$ cat src/rtl/alu_seq_unit.sv
// -----------------------------------------------------------------------------
// alu_seq_unit
//   Sequential ALU with a valid/ready handshake on both sides. An operation is
//   captured in IDLE, evaluated during one BUSY cycle, and the registered
//   result is presented in DONE until the consumer takes it.
//   Latency is 2 cycles from the accept edge to o_out_valid. One operation
//   completes at most every 3 cycles.
//
//   Optional feature macro: ALU_SEQ_FLAGS_EN
//     defined   : o_zero / o_carry / o_overflow are computed.
//     undefined : those three flags are tied to 0. o_err still works.
//
// Ports
//   clk, rst_n           clock, asynchronous active-low reset
//   i_in_valid           operation request (i_dato1, i_dato2, i_op_code)
//   o_in_ready           high only in IDLE
//   i_dato1, i_dato2     operand A, operand B (B is the shift amount)
//   i_op_code            ADD 100000, SUB 100010, AND 100100, OR 100101,
//                        XOR 100110, NOR 100111, SRL 000010, SRA 000011
//   o_out_valid          high only in DONE
//   i_out_ready          consumer takes the result
//   o_salida             registered result
//   o_zero, o_carry,
//   o_overflow, o_err    registered status flags
// -----------------------------------------------------------------------------
module alu_seq_unit #(
   parameter int NB_DATA = 8,
   parameter int NB_CODE = 6
) (
   input  logic               clk,
   input  logic               rst_n,
   input  logic               i_in_valid,
   output logic               o_in_ready,
   input  logic [NB_DATA-1:0] i_dato1,
   input  logic [NB_DATA-1:0] i_dato2,
   input  logic [NB_CODE-1:0] i_op_code,
   output logic               o_out_valid,
   input  logic               i_out_ready,
   output logic [NB_DATA-1:0] o_salida,
   output logic               o_zero,
   output logic               o_carry,
   output logic               o_overflow,
   output logic               o_err
);

   localparam logic [NB_CODE-1:0] OP_ADD = NB_CODE'(6'b100000);
   localparam logic [NB_CODE-1:0] OP_SUB = NB_CODE'(6'b100010);
   localparam logic [NB_CODE-1:0] OP_AND = NB_CODE'(6'b100100);
   localparam logic [NB_CODE-1:0] OP_OR  = NB_CODE'(6'b100101);
   localparam logic [NB_CODE-1:0] OP_XOR = NB_CODE'(6'b100110);
   localparam logic [NB_CODE-1:0] OP_NOR = NB_CODE'(6'b100111);
   localparam logic [NB_CODE-1:0] OP_SRL = NB_CODE'(6'b000010);
   localparam logic [NB_CODE-1:0] OP_SRA = NB_CODE'(6'b000011);

   // One bit wider than the operand so that a shift amount equal to NB_DATA
   // can be compared against it.
   localparam logic [NB_DATA:0] SH_LIM = (NB_DATA + 1)'(NB_DATA);

   typedef enum logic [1:0] {IDLE, BUSY, DONE} state_t;

   state_t               state_q, state_d;
   logic [NB_DATA-1:0]   a_q, b_q;
   logic [NB_CODE-1:0]   op_q;
   logic [NB_DATA-1:0]   res_q;
   logic                 zero_q, carry_q, ovf_q, err_q;

   logic                 accept;
   logic [NB_DATA-1:0]   res_c;
   logic                 err_c, zero_c, carry_c, ovf_c, sh_big;

   // ---------------- FSM ----------------
   always_ff @(posedge clk or negedge rst_n) begin
      if (!rst_n) state_q <= IDLE;
      else        state_q <= state_d;
   end

   always_comb begin
      state_d     = state_q;
      o_in_ready  = 1'b0;
      o_out_valid = 1'b0;
      accept      = 1'b0;
      case (state_q)
         IDLE: begin
            o_in_ready = 1'b1;
            if (i_in_valid) begin
               accept  = 1'b1;
               state_d = BUSY;
            end
         end
         BUSY: state_d = DONE;
         DONE: begin
            o_out_valid = 1'b1;
            if (i_out_ready) state_d = IDLE;
         end
         default: state_d = IDLE;
      endcase
   end

   // ---------------- datapath ----------------
   assign sh_big = ({1'b0, b_q} >= SH_LIM);

   always_comb begin
      res_c = '0;
      err_c = 1'b0;
      case (op_q)
         OP_ADD: res_c = a_q + b_q;
         OP_SUB: res_c = a_q - b_q;
         OP_AND: res_c = a_q & b_q;
         OP_OR:  res_c = a_q | b_q;
         OP_XOR: res_c = a_q ^ b_q;
         OP_NOR: res_c = ~(a_q | b_q);
         OP_SRL: res_c = sh_big ? '0 : (a_q >> b_q);
         // Oversized arithmetic shifts saturate to the replicated sign bit.
         OP_SRA: res_c = sh_big ? {NB_DATA{a_q[NB_DATA-1]}}
                                : NB_DATA'($signed(a_q) >>> b_q);
         default: err_c = 1'b1;
      endcase
   end

`ifdef ALU_SEQ_FLAGS_EN
   logic [NB_DATA:0] sum_w, dif_w;
   assign sum_w = {1'b0, a_q} + {1'b0, b_q};
   // The MSB of the widened difference is the unsigned borrow (a < b).
   assign dif_w = {1'b0, a_q} - {1'b0, b_q};

   always_comb begin
      carry_c = 1'b0;
      ovf_c   = 1'b0;
      if (op_q == OP_ADD) begin
         carry_c = sum_w[NB_DATA];
         ovf_c   = (a_q[NB_DATA-1] == b_q[NB_DATA-1]) &&
                   (sum_w[NB_DATA-1] != a_q[NB_DATA-1]);
      end else if (op_q == OP_SUB) begin
         carry_c = dif_w[NB_DATA];
         ovf_c   = (a_q[NB_DATA-1] != b_q[NB_DATA-1]) &&
                   (dif_w[NB_DATA-1] != a_q[NB_DATA-1]);
      end
   end
   assign zero_c = (res_c == '0);
`else
   assign zero_c  = 1'b0;
   assign carry_c = 1'b0;
   assign ovf_c   = 1'b0;
`endif

   always_ff @(posedge clk or negedge rst_n) begin
      if (!rst_n) begin
         a_q     <= '0;
         b_q     <= '0;
         op_q    <= '0;
         res_q   <= '0;
         zero_q  <= 1'b0;
         carry_q <= 1'b0;
         ovf_q   <= 1'b0;
         err_q   <= 1'b0;
      end else begin
         if (accept) begin
            a_q  <= i_dato1;
            b_q  <= i_dato2;
            op_q <= i_op_code;
         end
         if (state_q == BUSY) begin
            res_q   <= res_c;
            zero_q  <= zero_c;
            carry_q <= carry_c;
            ovf_q   <= ovf_c;
            err_q   <= err_c;
         end
      end
   end

   assign o_salida   = res_q;
   assign o_zero     = zero_q;
   assign o_carry    = carry_q;
   assign o_overflow = ovf_q;
   assign o_err      = err_q;

endmodule

$ cat config.mk
export PLATFORM = sky130hd
export DESIGN_NAME = alu_seq_unit
export DESIGN_NICKNAME = d
export VERILOG_FILES = /design/src/rtl/alu_seq_unit.sv
export SDC_FILE = /design/constraint.sdc
export NUM_CORES = 1
export LEC_CHECK = 0
export ABC_AREA = 0
export BUFFER_PORTS_ARGS = -buffer_cell sky130_fd_sc_hd__clkbuf_2
export CORE_MARGIN = 3
export CORE_UTILIZATION = 35
export CTS_CLUSTER_DIAMETER = 40
export DETAILED_ROUTE_END_ITERATION = 16
export SETUP_SLACK_MARGIN = 0.4
export SYNTH_ARGS = -nofsm -noshare
export SYNTH_HDL_FRONTEND = slang
export SYNTH_SLANG_ARGS = --single-unit
$ cat constraint.sdc
create_clock -name clk -period 6.4 [get_ports clk]
set_input_delay 1.28 -clock clk [delete_from_list [all_inputs] [get_ports clk]]
set_output_delay 1.28 -clock clk [all_outputs]
set_load 0.01 [all_outputs]
==> flow_metrics.tcl <==
set metrics [dict create \
    status "complete, no violations" \
    seq_area_frac_synth_pct 28.9 \
    cts_tree "done" \
    drt_iter0_drc 172 \
    ys_warn_count 0 \
    whs_ns 0.494 \
    drive_gt1_share_pct 18.3 \
    grt_antenna_before_repair 0 \
    gp_congestion 0.903 \
    cts_root_buf "clkbuf_8" \
    synth_top_family_by_area "compound AO/OA/AOI/OAI gates" \
    viasPerCell 5.41 \
    cts_buffer_depth 2 \
    post-route-util_pct 40.7 \
    hpwl_mm 5.87 \
    grt_overflow 0 \
    hp-class "reg -> reg" \
    drt-wirelength-per-cell_um 16.7 \
    hold_buffers 0 \
    finalHoldViolCount 0 \
    max_freq_ghz 0.324 \
    dieArea_um2 9270 \
    multi_input_area_um2 1850 \
    critical_path_required_ns 6.61 \
    antenna_left 0 \
    ys.flop_type "dfrtp_1" \
    power_mw 1.85 \
    fp.dieW_um 96.3 \
    clk_pin_slew_ns 0.08 \
    synthSimpleGateAreaFrac_pct 17.6 \
    peakVddDrop_v 0.000249 \
    grt_max_degree 40 \
    clkSinkCount 33 \
    yosys.area.top_type "dfrtp_1" \
    synthCells 333 \
    syn_area_per_cell_um2 8.57 \
    post_cts_buffers 0 \
    synth.top_cell.area_share_pct 28.9 \
    synth-xor-area-share_pct 3.33 \
    synth_area_um2 2850 \
    synth_compound_area_share_pct 22.3 \
    insertion_delay_ns 0.29 \
    mostFrequentLayoutCells "nand2_1 (39), clkbuf_2 (36), dfrtp_1 (33), ha_1 (24), inv_1 (21)" \
    ys_types 60 \
    drcViolationCount 0 \
    worst_pin_slew_ns 0.879 \
    diodes 0 \
    p_switching_uw 953 \
    grtUsageTotal_pct 17.8 \
    ys_ff_latch 33 \
    fin_nets 411 \
    endpoint_kind "flip-flop" \
    tns_ns 0 \
    first_pass_iters 4 \
    p_per_area_nw_per_um2 583 \
    final_area_um2 3180 \
    power.internal_uw 898 \
    num_vias 2507 \
    fin_crit_ns 3.09 \
    cp-start-kind "flip-flop" \
    synth.mux.area_fraction_pct 10.0 \
    synth_fa_ha_area_share_pct 11.2 \
    numPortBuffers 36 \
    core_area_um2 7810 \
    seqCellArea_um2 826 \
    std_cell_rows 32 \
    pwr-share-clk_pct 8.6 \
    grt_pass1_wl_mm 12.6 \
    rsz0062_at_grt "false" \
    finalWirelength_mm 7.75 \
    initial_core_util_pct 36.5 \
    switching_share_pct 51.5 \
    cp_max_fo 21 \
    comb_power_share_pct 65.6 \
    maxCapViolCount 0 \
    skew_ns 0.0100 \
    mostFrequentLayoutCell "nand2_1" \
    die_height_um 96.3 \
    placed_cell_area_um2 3090 \
    areaGrowthSynthToFinish_pct 11.4 \
    h-tree-depth 2 \
    cts-resized-gates 0 \
    pin_count 40 \
    async_reset_ff_share_pct 100 \
    seqPwrFrac_pct 25.8 \
    cp.arrival_ns 3.30 \
    cts_made_buffers 5 \
    post-route-period-util_pct 48.2 \
    maxSlewHeadroom_pct 41.4 \
    drv_slew 0 \
    synthTopCellsByArea "dfrtp_1 (29%), ha_1 (11%), nand2_1 (5.1%), mux2i_1 (4.9%), a21oi_1 (3.2%)" \
    synth_edf_count 0 \
    grt_pass1_vias 2329 \
    total_leakage_power_nw 1.43 \
    nFillCells 811 \
    path_class "reg -> reg" \
    final-setup-viol-count 0 \
]
-- metal layers --
metal  GRT usage, %  wire, um
met1           25.9      3610
met2           28.3      3630
met3           2.11       416
met4           3.55        88
met5              0         0
-- path summary, 6_finish.rpt --
check / startpoint / endpoint / slack [ns] / cells past startpoint
worst max-delay path: op_q[1]$_DFFE_PN0P_ / o_salida[6]$_DFFE_PN0N_ / 3.31 / 10
min in group asynchronous: rst_n / o_salida[4]$_DFFE_PN0N_ / 1.10 / 1
max in group asynchronous: rst_n / b_q[4]$_DFFE_PN0P_ / 4.75 / 1
worst max register to register: op_q[1]$_DFFE_PN0P_ / o_salida[6]$_DFFE_PN0N_ / 3.31 / 10
worst min register to register: o_err$_DFFE_PN0N_ / o_err$_DFFE_PN0N_ / 0.49 / 1
worst min-delay path: o_err$_DFFE_PN0N_ / o_err$_DFFE_PN0N_ / 0.49 / 1
-- metrics by stage --
stage,worst slack (ns),cells
CTS,3.29,463
global route,3.11,463
floorplan,3.61,335
finish,3.31,463
global placement,3.38,455
detailed placement,3.32,455
-- cell type report --
cell class                 count  share of cell area, %
multi-input combinational    258                   58.3
sequential                    33                   26.0
timing repair buffer          39                   6.38
tap                          102                   4.02
inverter                      23                   2.72
clock buffer                   6                   2.28
clock inverter                 2                  0.315
-- cell usage after synthesis (6+ instances only) --
cell and instances:
a31oi_1 9, mux2_2 8, nand2_1 39, xnor2_1 8
nor2_1 19, nor3_1 8, ha_1 24, o21ai_0 14
clkbuf_1 13, mux2i_1 14, inv_1 21, a21oi_1 18
dfrtp_1 33, o21ai_1 17, nand2b_1 6, a211oi_1 6
-- state kept, by name (all words and copies together), names as in the netlist --
register,cells
op_q,6
state_q,2
o_salida,8
o_err,1
a_q,8
b_q,8
-- power groups by stage --
| stage | combinational [mW] | clock, mW | sequential [mW] |
|---|---|---|---|
| 5_1_grt | 1.36 | 0.173 | 0.499 |
| 3_5_place_dp | 1.20 | 0 | 0.484 |
| 6_report | 1.21 | 0.160 | 0.477 |
| 3_3_place_gp | 1.20 | 0 | 0.480 |
| 2_1_floorplan | 0.970 | 0 | 0.402 |
| 4_1_cts | 1.21 | 0.165 | 0.480 |
-- kinds of logic after synthesis --
kind of cell / count (synthesis)
AO/OA/AOI/OAI: 97
AND/OR/NAND/NOR: 97
buffers and inverters: 44
flip-flops: 33
multiplexers: 26
adder cells (fa/ha/maj): 25
XOR/XNOR: 10
other: 1
-- critical path, stage by stage, from the launching register on --
cell and delay, ns:
dfrtp_1 0.75, nand2b_1 0.31, nor2_8 0.25, mux2_1 0.38, fa_1 0.42, nand2b_1 0.19, a21oi_1 0.19, o21a_1 0.16
nor3_1 0.04, nand3b_1 0.14, a31oi_1 0.16
(Power assumes the default switching activity.)
